==> src/rtl/jam_perm_engine.sv <==
// jam_perm_engine: exhaustive N! job-assignment search over an external synchronous cost ROM.
// Optional JAM_BEST_PERM_EN adds the BestPerm output (lexicographically first optimal assignment).

module jam_perm_engine #(
  parameter  int N       = 8,
  parameter  int COST_W  = 7,
  parameter  int MATCH_W = 16,
  localparam int IDX_W   = $clog2(N),
  localparam int SUM_W   = COST_W + $clog2(N)
) (
  input  logic               CLK,
  input  logic               RST,
  input  logic               Start,
  output logic               Busy,
  output logic [IDX_W-1:0]   W,
  output logic [IDX_W-1:0]   J,
  input  logic [COST_W-1:0]  Cost,
  output logic [SUM_W-1:0]   MinCost,
  output logic [MATCH_W-1:0] MatchCount,
  output logic               Valid
`ifdef JAM_BEST_PERM_EN
  ,
  output logic [N*IDX_W-1:0] BestPerm
`endif
);

  typedef enum logic [2:0] {
    S_IDLE,
    S_ISSUE,
    S_PERMUTE,
    S_DRAIN,
    S_DONE
  } state_t;

  localparam logic [IDX_W-1:0] LAST = IDX_W'(N - 1);

  state_t           state_q, state_d;
  logic [IDX_W-1:0] idx_q, nxt_idx;
  logic [IDX_W-1:0] perm_q  [N];
  logic [IDX_W-1:0] swp     [N];
  logic [IDX_W-1:0] perm_nx [N];
  logic [IDX_W-1:0] pivot_q, succ_q;
  logic             have_pivot_q;
  logic [SUM_W-1:0] acc_q, cand_q;
  logic             cand_vld_q;
  logic             start_acc;
`ifdef JAM_BEST_PERM_EN
  logic [IDX_W-1:0] cand_perm_q [N];
`endif

  assign start_acc = Start && !Busy && (state_q == S_IDLE || state_q == S_DONE);
  assign nxt_idx   = idx_q + IDX_W'(1);

  // NOTE: every variable written in an always_comb gets a default first, so no path can infer a latch.
  always_comb begin
    state_d = state_q;
    case (state_q)
      S_IDLE:    if (start_acc) state_d = S_ISSUE;
      S_ISSUE:   if (idx_q == LAST) state_d = S_PERMUTE;
      S_PERMUTE: state_d = have_pivot_q ? S_ISSUE : S_DRAIN;
      S_DRAIN:   state_d = S_DONE;
      S_DONE:    if (start_acc) state_d = S_ISSUE;
      default:   state_d = S_IDLE;
    endcase
  end

  // Lexicographic successor: swap pivot with successor, then reverse the descending suffix.
  always_comb begin
    swp          = perm_q;
    swp[pivot_q] = perm_q[succ_q];
    swp[succ_q]  = perm_q[pivot_q];
    perm_nx      = swp;
    for (int k = 0; k < N; k++) begin
      if (IDX_W'(k) > pivot_q) perm_nx[k] = swp[IDX_W'(N - 1 - k) + pivot_q + IDX_W'(1)];
    end
  end

  always_ff @(posedge CLK) begin
    if (RST) begin
      state_q <= S_IDLE;
    end else begin
      state_q <= state_d;
    end
  end

  // NOTE: sequential state uses non-blocking assignments only, so every read sees pre-edge values.
  always_ff @(posedge CLK) begin
    if (RST) begin
      idx_q        <= '0;
      W            <= '0;
      J            <= '0;
      MinCost      <= '1;
      MatchCount   <= '0;
      Valid        <= 1'b0;
      Busy         <= 1'b0;
      acc_q        <= '0;
      cand_q       <= '0;
      cand_vld_q   <= 1'b0;
      pivot_q      <= '0;
      succ_q       <= '0;
      have_pivot_q <= 1'b0;
      // NOTE: the permutation array is a handful of flops, not a RAM, so it is reset to identity here.
      for (int i = 0; i < N; i++) perm_q[i] <= IDX_W'(i);
`ifdef JAM_BEST_PERM_EN
      BestPerm <= '0;
      for (int i = 0; i < N; i++) cand_perm_q[i] <= '0;
`endif
    end else begin
      cand_vld_q <= (state_q == S_PERMUTE);

      // Compare stage runs one cycle behind the candidate latch.
      if (cand_vld_q) begin
        if (cand_q < MinCost) begin
          MinCost    <= cand_q;
          MatchCount <= MATCH_W'(1);
`ifdef JAM_BEST_PERM_EN
          for (int i = 0; i < N; i++) BestPerm[i*IDX_W +: IDX_W] <= cand_perm_q[i];
`endif
        end else if (cand_q == MinCost && MatchCount != '1) begin
          MatchCount <= MatchCount + MATCH_W'(1);
        end
      end

      case (state_q)
        S_IDLE, S_DONE: begin
          if (start_acc) begin
            MinCost      <= '1;
            MatchCount   <= '0;
            Valid        <= 1'b0;
            Busy         <= 1'b1;
            acc_q        <= '0;
            idx_q        <= '0;
            W            <= '0;
            J            <= '0;
            have_pivot_q <= 1'b0;
            for (int i = 0; i < N; i++) perm_q[i] <= IDX_W'(i);
`ifdef JAM_BEST_PERM_EN
            BestPerm <= '0;
`endif
          end else if (Busy) begin
            Valid <= 1'b1;
            Busy  <= 1'b0;
          end
        end
        S_ISSUE: begin
          // Cost for read idx-1 arrives now; read 0 has nothing pending.
          if (idx_q != '0) acc_q <= acc_q + SUM_W'(Cost);
          if (have_pivot_q && perm_q[idx_q] > perm_q[pivot_q]) succ_q <= idx_q;
          if (idx_q != LAST) begin
            if (perm_q[idx_q] < perm_q[nxt_idx]) begin
              pivot_q      <= idx_q;
              succ_q       <= nxt_idx;
              have_pivot_q <= 1'b1;
            end
            idx_q <= nxt_idx;
            W     <= nxt_idx;
            J     <= perm_q[nxt_idx];
          end
        end
        S_PERMUTE: begin
          cand_q       <= acc_q + SUM_W'(Cost);
          acc_q        <= '0;
          idx_q        <= '0;
          have_pivot_q <= 1'b0;
`ifdef JAM_BEST_PERM_EN
          cand_perm_q  <= perm_q;
`endif
          if (have_pivot_q) begin
            perm_q <= perm_nx;
            W      <= '0;
            J      <= perm_nx[0];
          end
        end
        default: ;
      endcase
    end
  end

endmodule

==> config.mk <==
export PLATFORM = sky130hd
export DESIGN_NAME = jam_perm_engine
export DESIGN_NICKNAME = d
export VERILOG_FILES = /design/src/rtl/jam_perm_engine.sv
export SDC_FILE = /design/constraint.sdc
export NUM_CORES = 1
export LEC_CHECK = 0
export CORE_ASPECT_RATIO = 1.2
export CORE_UTILIZATION = 40
export CTS_CLUSTER_SIZE = 20
export DETAILED_ROUTE_END_ITERATION = 8
export DONT_BUFFER_PORTS = 1
export SYNTH_ARGS = -nofsm -noshare
export SYNTH_HDL_FRONTEND = slang
export SYNTH_SLANG_ARGS = --single-unit
==> constraint.sdc <==
create_clock -name CLK -period 3.5 [get_ports CLK]
set_input_delay 0.7 -clock CLK [delete_from_list [all_inputs] [get_ports CLK]]
set_output_delay 0.7 -clock CLK [all_outputs]
set_load 0.1 [all_outputs]
== Word level (Yosys, flattened, before mapping) ==
Cells that the tools add are included.
Word-level totals
  flip-flop bits (word level): 92
  bits of input ports: 10
  output and inout bits: 34
Operators by class
  $add $sub $neg: 17
  $lt $le $gt $ge: 25
  equality and inequality tests: 14
  mux-type cells: 87
  bitwise gates (word level): 12
  reduce and logical (&&, ||, !) cells: 22
Operators with widths (number)
  3-bit 2-to-1 mux: 44
  3-bit binary-select mux with 3-bit select: 12
  16-bit 2-to-1 mux: 5
  10-bit 2-to-1 mux: 6
  24-bit bitwise mux: 2
  4-bit >= comparator (second input constant): 12
  24-bit 2-to-1 mux: 2
  3-bit inverter with 4-bit output: 12
  24-bit case mux with 2 select lines: 1
  10-bit case mux with 3 select lines: 1
  3-bit by 1-bit adder with 3-bit output (second input constant): 9
  3-bit case mux with 3 select lines: 3
  3-bit demux with 3-bit select: 2
  16-bit by 1-bit adder with 16-bit output (second input constant): 1
  16-bit inequality test (second input constant): 1
  3-bit adder (first input constant): 4
  3-bit > comparator (first input constant): 4
  3-bit case mux with 4 select lines: 1
  3-bit AND reduction: 4
  10-bit by 7-bit adder with 10-bit output: 1
  10-bit == test: 1
  10-bit less-than comparator: 1
  2-bit inequality test (second input constant): 5
  4-bit by 1-bit less-than comparator with 1-bit output (second input constant): 2
  22 further kinds: 41

== Logic depth before layout (Yosys ltp) ==
Gate-level depths: netlist of run 1.
  depth after elaboration: 13
  mapped depth: 13

== Worst setup path before layout of run 1 ==
No wires, ideal clock.
  path type: register -> register
  from: reg idx_q[0]
  to: reg succ_q[2]
  arrival time: 3.138 ns
  setup slack: 0.243 ns
  stages on the path, launching flop included: 14
  period minus slack after synthesis: 3.257 ns
  cells stage by stage: dfxtp_1 > buf_2 > clkbuf_1 > inv_1 > ha_1 > buf_1 > mux4_2 > mux2i_1 > ha_1 > a21boi_1 > o21ai_1 > nand2_1 > mux2i_1 > o221a_1
Between the ends
  cells in the longest elaborated chain, start to end: 9
  elaborated cells between the ends (all ways): 16
  classes of those cells: 1 x add/sub; 2 x order compare; 1 x eq/ne; 9 x mux; 2 x bitwise; 1 x reduce/logical
RTL lines
  start: declaration: RTL line 38  | logic [IDX_W-1:0] idx_q, nxt_idx;
  start signal: assignment: RTL line 155  | idx_q <= nxt_idx;
  branches (longest 8 deep; another with 3-bit by 1-bit adder with 3-bit output)
  3-bit 2-to-1 mux *: RTL line 149  | if (idx_q != LAST) begin
  end signal: assignment: RTL line 148  | if (have_pivot_q && perm_q[idx_q] > perm_q[pivot_q]) succ_q <= idx_q;
  end signal: assignment: RTL line 152  | succ_q <= nxt_idx;
  end: declaration: RTL line 42  | logic [IDX_W-1:0] pivot_q, succ_q;
Mark *: on every way between the ends. The select of a mux whose other input is x is not followed.
A chain may end at the register's enable or synchronous reset.

== Worst setup path after layout of run 1 ==
  from: reg pivot_q[1]
  to: reg J[2]
Between the ends
  cells in the longest elaborated chain, start to end: 13
  elaborated cells between the ends (all ways): 21
  classes of those cells: 2 x add/sub; 3 x order compare; 13 x mux; 2 x bitwise; 1 x reduce/logical
RTL lines
  start: declaration: RTL line 42
  start signal: assignment: RTL line 151  | pivot_q <= idx_q;
  3-bit inverter with 4-bit output (not written as such): RTL line 70, 71
  4-bit >= comparator (not written as such) or 4-bit by 1-bit less-than comparator with 1-bit output (tied branches): RTL line 70  | swp[pivot_q] = perm_q[succ_q];
  1-bit logical AND (not written as such): RTL line 70
  3-bit 2-to-1 mux (not written as such): RTL line 70
  3-bit demux with 3-bit select: RTL line 70
  24-bit bitwise mux: RTL line 70
  24-bit bitwise mux: RTL line 71  | swp[succ_q] = perm_q[pivot_q];
  3-bit binary-select mux with 3-bit select: RTL line 74  | if (IDX_W'(k) > pivot_q) perm_nx[k] = swp[IDX_W'(N - 1 - k) + pivot_q + IDX_W'(1)];
  3-bit 2-to-1 mux (not written as such) (2 in series): RTL line 74
  3-bit 2-to-1 mux *: RTL line 74
  3-bit 2-to-1 mux *: RTL line 168  | if (have_pivot_q) begin
  3-bit case mux with 3 select lines *: RTL line 124  | case (state_q)
  end signal: assignment: RTL line 157  | J <= perm_q[nxt_idx];
  end signal: assignment: RTL line 171  | J <= perm_nx[0];
  end: declaration: RTL line 16  | output logic [IDX_W-1:0] J,
Mark *: on every way between the ends. The rest lies on a longest branch, timed or not. The select of a mux whose other input is x is not followed.

==> results of run 1 <==
[worst max-delay path by stage]
stage / end / cells after the start
2_1_floorplan: succ_q[2] / 13
3_3_place_gp: perm_q[19] / 7
3_5_place_dp: perm_q[3] / 7
4_1_cts: J[2] / 9
5_1_grt: perm_q[1] / 9
6_report: J[2] / 9
[registers in the layout, indices dropped and copies added, names as in the netlist, 10 cells and up]
name / flops
cand_q: 10
MatchCount: 16
acc_q: 10
perm_q: 24
MinCost: 10
[power by group through the flow]
stage	clock [mW]	sequential (mW)	combinational (mW)
2_1_floorplan	0	1.15	0.364
3_3_place_gp	0	1.16	0.472
3_5_place_dp	0	1.16	0.471
4_1_cts	1.03	1.14	0.473
5_1_grt	1.07	1.14	0.521
6_report	1.01	1.14	0.481
[synthesized netlist by cell type, drive strengths merged, types with 17 or more instances]
library cell  count  share of area
clkbuf           39          0.020
nand2            85          0.043
nor2             86          0.044
ha               35          0.059
nor3             21          0.014
dfxtp            92           0.25
o22ai            21          0.019
mux2i            39          0.056
o21ai            52          0.035
a21oi            56          0.037
inv              34          0.017
nor2b            17          0.014
nand3            25          0.017
buf              22          0.018
mux4             33          0.099
[cell type report]
cell class / instances / area [µm²] / area share
clock buffers: 9 / 225 / 0.0273
clock inverters: 7 / 70.1 / 0.00849
inverters: 36 / 135 / 0.0164
multi-input cells: 716 / 5230 / 0.634
flip-flops and latches: 92 / 1840 / 0.223
well taps: 224 / 280 / 0.0339
repair buffers: 63 / 473 / 0.0573
[routing by layer]
layer,global-route usage,up-vias,wire [µm]
li1,-,3431,-
met1,0.323,3470,10200
met2,0.441,310,12200
met3,0.0468,79,1530
met4,0.146,0,1190
met5,0,-,0
[critical path: cells and delay by family (launching register included)]
family / cells / cell delay [ps]
multiplexers: 1 / 320
adder cells (fa/ha/maj): 1 / 170
AND/OR/NAND/NOR: 2 / 560
flip-flops: 1 / 670
AO/OA/AOI/OAI: 4 / 870
buffers and inverters: 1 / 300
[cells by family after synthesis]
kind of cell,Yosys count,synth area share
simple gates,315,0.206
compound gates,267,0.243
buf+inv,97,0.0552
flops,92,0.246
mux,81,0.169
fa+ha+maj,36,0.0612
xor+xnor,17,0.0199
==> summary by stage, run 1 <==
Run status
The flow ran to the end, and the final reports show no timing, DRC or antenna violations.

Placement
The cell total after placement is 1,131. At the placement stage, the worst setup path has a slack of 554 ps. Routability-driven placement finished with a final weighted congestion of 0.967. The cell area reported after detailed placement is 7960 µm².

The half-perimeter wire length after detailed placement is 18,700 µm. Input and output buffers added on the ports amount to 0.

Floorplan
The total number of placement rows is 54. The die is 152 µm tall. 44 I/O pins were placed. The standard cell core area is 18,200 µm². The width of the die is 127 µm. The die covers 19,300 µm².

For this configuration, the core starts out at a cell density of 0.410.

Hold path
The kind of path behind the tightest hold check is input pin to flip-flop. Counting instances, the worst hold path has a depth of 1. The endpoint of the worst hold-timing path is Busy. In this run the most critical hold path is launched from RST.

Routing
In the routed design, unresolved DRC markers number 0. The detailed-route via count is 7,290. The first detailed-routing pass took 5 iterations. The detailed-route wire length per cell is 21.9 µm.

Summed over all layers, the routed wires come to 25,100 µm. After the first detailed-routing iteration, the DRC count stood at 821. The routed via count divided by cell count is 6.36. The remaining antenna violation count is 0.

Pwr
The worst-case IR drop observed on VDD is 0.000233 V. The clock share of power is 0.384. In this run the static leakage power is 3.28 nW. The internal power of the cells totals 1.75 mW. The total power is 2.63 mW.

The share of total power dissipated in sequential elements is 0.433. Of the total power, the share spent switching nets is 0.336. The combinational group share of total power is 0.183.

The analysis attributes to net switching a power of 0.886 mW. In this run the power density over the cells is 319 nW/µm².

Critical path
For this run, the slowest stage of the critical path takes 670 ps. The setup check on the worst reg-to-reg path leaves a slack of 480 ps. The data required time of the critical path is 3750 ps. The most used cell along the critical path is sky130_fd_sc_hd__nor2b_1. The origin of the critical flop-to-flop path is pivot_q[1]. The type of destination of the critical path is a flip-flop.

The classification of the worst setup path is flip-flop to flip-flop. The count of cells along the worst register-to-register path is 9. The startpoint type of the worst setup path is a flip-flop. The arrival time of data at the critical path endpoint is 3270 ps.

The reg-to-reg endpoint is J[2]. The start point of the critical path is pivot_q[1]. The signal on the critical path passes through buf_4 -> ha_1 -> nor2b_1 -> nor2b_1 -> a31o_1 -> a21o_1 -> mux2i_1 -> a311oi_1 -> o221a_1. The cell with the largest stage delay on the worst path is sky130_fd_sc_hd__dfxtp_1. Of all nets on the critical path, the largest fanout is 9.

STA
On the final layout, the worst hold slack is 409 ps. Dividing the final minimum period by the clock period gives 0.864. The shortest clock period the worst path allows after layout is 3020 ps. The setup slack after layout is 475 ps. The fmax is 331 MHz. The max-slew violation total from the final report is 0. Setup repair after global routing left no endpoint under its margin. The worst slew margin relative to its limit is 0.317.

The transition time at the pin with the least slew margin is 1020 ps. Adding up every negative setup slack in the final design gives 0 ps. The final setup violation count is 0. Between clock sinks in the finished design, the worst skew comes to 12.7 ps.

The number of hold-slack violations in the final timing report is 0.

Yosys
Counting flops with an async set or reset pin after synthesis yields a share of 0. The share of the Yosys chip area taken by registers is 0.246. Counting flops and latches in the post-synthesis netlist gives 92. For this run, the leading register cell type out of synthesis is sky130_fd_sc_hd__dfxtp_1. Yosys printed 0 warnings. The cell count after synthesis came out at 905. The post-synthesis net count is 951. The number of unique standard cell types used by synthesis is 83. After synthesis, the mean cell area works out to 8.27 µm².

The cell area after technology mapping is 7480 µm². The count of flip-flops with a built-in enable after synthesis is 0.

Finish
The count of inserted antenna diode cells is 0. With fillers left out, the area of the finished cells amounts to 8260 µm². The final cell count without fillers is 1,147.

The share of post-route cells with drive strength above 1 is 0.148. The layout has 1,809 filler cells. The post-route core utilization is 0.453. In the layout the commonest cells are sky130_fd_sc_hd__dfxtp_1 (92), sky130_fd_sc_hd__nand2_1 (85), sky130_fd_sc_hd__nor2_1 (84). At the end of the flow, the number of nets in the layout was 964.

From synthesis to final layout, the design area changed by 10.4%. The library cell used most frequently in the layout, excluding fill and tap cells, is sky130_fd_sc_hd__dfxtp_1.

GRT
The number of antenna violations at the first check in global routing is 0. The global routing usage summed across all routing layers is 0.265. The pin count of the biggest net entering global routing is 47.

The global-route congestion overflow total is 0. The first-pass GRT wire length is 39,700 µm. The via count of the first global-routing pass is 7,074.

CTS
The number of hold buffers added after cts is 0. Clock-pin slew was measured on the worst setup and hold paths at 80 ps. The post-CTS setup buffer count is 0.

The cell sitting at the root of the clock tree is a sky130_fd_sc_hd__clkbuf_16. TritonCTS built the clock tree. The H-tree was split into 3 levels.

The number of buffers created by CTS is 9. The clock insertion delay at the later pin of the skew report is 360 ps. The clock tree buffer depth is 2. CTS saw 92 sinks.

Post-CTS repair changed the size of 0 cells.

Job
Max-cap violations in this run came to 0.
(Power assumes the default switching activity.)
==> run 2, diff against run 1 <==
ABC_AREA = 1   (was unset)
CORE_MARGIN = 2   (was unset)
HOLD_SLACK_MARGIN = 0.15   (was unset)
==> summary by stage, run 2 <==
Routing
The wire length on met1 is 10,800 µm (+6.1%). The number of iterations in the first detailed-routing pass is 6 (+1). The detailed-routed wire length on met3 was 1780 µm (+17%).

The detailed-route wire length per cell is 16.8 µm (-23%). The remaining antenna violation count is 0 (unchanged). The routed wire length on met2 is 12,000 µm (-1.2%). The routed via count divided by cell count is 5.44 (-14%).

The starting DRC count in detailed routing came to 798 (-2.8%). The highest layer touched by signal routing is met4. The residual DRC count came to 0 (unchanged).

The overall routed net length was 25,700 µm (+2.6%). The detailed-route via count was 8,346 (+14%).

CTS
The number of buffers created by CTS is 9 (unchanged). The clock insertion delay at the later pin of the skew report was 360 ps (about the same). The clock tree buffer depth is 2 (unchanged). The number of hold buffers added after cts is 0 (unchanged). In this run the clock root is driven by a sky130_fd_sc_hd__clkbuf_16.

The TritonCTS clock tree is built. The number of sinks handled by clock tree synthesis came to 92 (unchanged). The clock edge transition at the registers on the reported setup and hold paths is 80 ps (about the same).

The number of gates resized after cts is 0 (unchanged). The post-CTS setup buffer count is 0 (unchanged). The maximum level of the CTS H-tree is 3 (unchanged).

Yosys
The number of unique standard cell types used by synthesis is 47 (-43%). The largest total area in the synthesized netlist belongs to sky130_fd_sc_hd__dfxtp_1. The count of flip-flops with a built-in enable after synthesis is 0 (unchanged). The proportion of synthesized flip-flops having asynchronous set or reset is 0 (unchanged). In the synthesized netlist the dominant register cell turns out to be sky130_fd_sc_hd__dfxtp_1. The cell area after technology mapping is 7740 µm² (+3.4%). Ranked by instance count, the synthesized netlist is headed by sky130_fd_sc_hd__nand2_1 (383), sky130_fd_sc_hd__nand3_1 (196), sky130_fd_sc_hd__inv_1 (150). The fraction of synthesized cell area taken by the top area cell type came to 0.238 (-0.00816).

Ranked by total cell area, the synthesized netlist is headed by sky130_fd_sc_hd__dfxtp_1 (24%), sky130_fd_sc_hd__nand2_1 (19%), sky130_fd_sc_hd__nand3_1 (13%). The sequential fraction of the synthesis area was 0.238 (-0.00816). By instance count, the leading cell after synthesis is sky130_fd_sc_hd__nand2_1. The post-synthesis register bit count is 92 (unchanged). The number of cells produced by synthesis was 1,270 (+40%). The average instance area after synthesis is 6.09 µm² (-26%). The total of warnings raised by yosys is 0 (unchanged). The post-synthesis net count is 1,316 (+38%).

Critical path
Traced cell by cell, the critical path runs through inv_2 -> ha_1 -> inv_1 -> a21oi_1 -> o21ai_0 -> nand3_1 -> nand2_1 -> ha_1 -> a21oi_1 -> nand3b_2 -> nor2_4 -> nand2_1 -> o21ai_0 -> nor2_1. The count of cells along the worst register-to-register path is 14 (+5). The arrival time of data at the critical path endpoint is 3080 ps (-190 ps). The slowest stage of the critical path belongs to the cell sky130_fd_sc_hd__ha_1.

The data required time of the critical path was 3750 ps (about the same). The critical path's largest stage delay was 490 ps (-180 ps). The highest net fanout along the worst path came to 11 (+2). The worst setup path is captured at a flip-flop. The classification of the worst setup path is flip-flop to flip-flop.

The largest delay contributor family on the critical path is adder cells. The register-to-register path setup slack came to 670 ps (+200 ps). The number of buffers and inverters on the critical path is 2 (+1). The startpoint identified for the worst register-to-register timing path is idx_q[1].

The worst register-to-register path ends at pivot_q[0]. The startpoint type of the worst setup path is a flip-flop.

Hold path
In this run the most critical hold path is launched from RST. The endpoint of the worst hold-timing path is cand_q[2]. The kind of path behind the tightest hold check is input pin to flip-flop.

The depth of the worst hold-timing path was 1 (unchanged).

Pwr
The maximum vdd drop is 0.000372 V (+60%). The clock share of power came to 0.186 (-0.198). The part of the total power dissipated in sequential elements is 0.249 (-0.184). The cell area power density was 682 nW/µm² (+110%). The switching share of power is 0.529 (+0.192). The reported leakage power is 4.00 nW (+22%). The total internal power is 2.69 mW (+54%). The combinational group share of total power is 0.565 (+0.382).

The net switching power is 3.02 mW (+240%).

Floorplan
The standard cell core area is 18,900 µm² (+3.7%). The top-level I/O count is 44 (unchanged). The width of the die is 131 µm (+3.3%). The initial cell density of the core was 0.409 (-0.00122). The total number of placement rows is 55 (+1.9%).

The die area is 20,500 µm² (+6.3%). The vertical extent of the die is 156 µm (+3.0%).

STA
The worst hold slack came to 398 ps (-11.1 ps). The worst slew margin relative to its limit is 0.324 (+0.00756). The shortest clock period the worst path allows after layout is 2830 ps (-198 ps).

The number of hold-slack violations in the final timing report is 0 (unchanged). The post-route clock period utilization is 0.808 (-0.0566). The setup slack after layout was 673 ps (+198 ps). The max-slew violation total from the final report is 0 (unchanged).

The fmax is 354 MHz (+7.0%). Setup repair after global routing left no endpoint under its margin. The setup total negative slack is 0 ps (unchanged).

The final setup violation count came to 0 (unchanged). The clock tree skew after final layout came to 14.5 ps (+1.80 ps). The transition time at the pin with the least slew margin came to 1010 ps (-11.3 ps).

GRT
The global-route congestion overflow total was 0 (unchanged). The number of antenna violations at the first check in global routing is 0 (unchanged). The pin count of the biggest net entering global routing is 55 (+17%). The via count of the first global-routing pass was 7,616 (+7.7%). The global routing usage summed across all routing layers came to 0.253 (-0.0120).

The first-pass GRT wire length came to 40,500 µm (+1.8%).

Placement
The number of input and output port buffers inserted is 0 (unchanged). The placement-stage worst setup slack came to 712 ps (+158 ps). The routability congestion estimate was 0.981 (+1.5%).

The half-perimeter wire length after detailed placement is 19,200 µm (+2.7%).

Run status
The run finished with clean final reports.

Finish
Ranked by flip-flop count, first place goes to perm_q. The flip-flop count of the largest register after layout is 24 (unchanged). Leaving out fill and tap cells, the most frequent cells in the layout are sky130_fd_sc_hd__nand2_1 (383), sky130_fd_sc_hd__nand3_1 (196), sky130_fd_sc_hd__inv_1 (150). The leading cell type in the layout, fill and taps excluded is sky130_fd_sc_hd__nand2_1. The count of inserted antenna diode cells is 0 (unchanged). The post-layout net count is 1,320 (+37%). The post-route core utilization is 0.442 (-0.0103).

The share of post-route cells with drive strength above 1 was 0.0899 (-0.0585). In the final layout, the registers with the most flip-flops are perm_q (24), MatchCount (16). Compared with the post-synthesis result, the final layout area differs by 8.18%.

Job
The max-capacitance violation count was 0 (unchanged).
run 2: cell types whose count changed after synthesis, moves of 42 or more:
cell                      previous run  this run
sky130_fd_sc_hd__inv_1              32       150
sky130_fd_sc_hd__nand2_1            85       383
sky130_fd_sc_hd__nor2_1             84        42
sky130_fd_sc_hd__nand3_1            25       196
sky130_fd_sc_hd__a21oi_1            56       109
sky130_fd_sc_hd__o21ai_0            42        91
run 2: worst max path at each step:
stage	startpoint	endpoint	slack [ps]	cells after the start
2_1_floorplan	idx_q[0]	pivot_q[0]	800	18
3_3_place_gp	idx_q[1]	succ_q[0]	780	15
6_report	idx_q[1]	pivot_q[0]	670	14
5_1_grt	idx_q[1]	succ_q[0]	460	15
4_1_cts	idx_q[1]	pivot_q[0]	690	14
3_5_place_dp	idx_q[1]	succ_q[0]	710	15
run 2: power groups by stage:
stage                     sequential [mW]  combinational (mW)  clock (mW)
after detailed placement             1.44                3.16           0
after floorplan                      1.41                2.42           0
after global routing                 1.43                3.58        1.12
after CTS                            1.42                3.17        1.09
after global placement               1.44                3.15           0
final                                1.42                3.23        1.06
run 2: worst register-to-register path: cells and delay by family, from the launching register on:
family / cells / cell delay [ps]
simple gates: 6 / 660
compound gates: 4 / 500
fa+ha+maj: 2 / 790
buf+inv: 2 / 320
flops: 1 / 460
run 2: through the flow:
step	std cells	total power, mW	instance area [µm²]
after floorplan	1270	3.83	7740
after global placement	1519	4.59	8050
after detailed placement	1519	4.60	8050
after CTS	1535	5.68	8370
after global routing	1535	6.13	8370
final	1535	5.71	8370
run 2: final cells by class:
cell class / count / area, µm²
Clock buffer: 9 / 225
Tap cell: 256 / 320
Clock inverter: 7 / 91.3
Inverter: 160 / 611
Fill cell: 2060 / 10600
Multi-Input combinational cell: 972 / 4990
Timing Repair Buffer: 39 / 293
Sequential cell: 92 / 1840
run 2: cells by family after synthesis:
logic type / count (synthesis) / synth area share
AO/OA/AOI/OAI: 239 / 0.167
AND/OR/NAND/NOR: 684 / 0.403
XOR/XNOR: 13 / 0.0157
buffers and inverters: 206 / 0.117
adder cells (fa/ha/maj): 36 / 0.0592
flip-flops: 92 / 0.238
run 2: per-layer routing:
metal | GRT usage | vias to the layer above
li1 | - | 4171
met1 | 0.321 | 3774
met2 | 0.416 | 323
met3 | 0.0434 | 78
met4 | 0.116 | 0
met5 | 0 | -
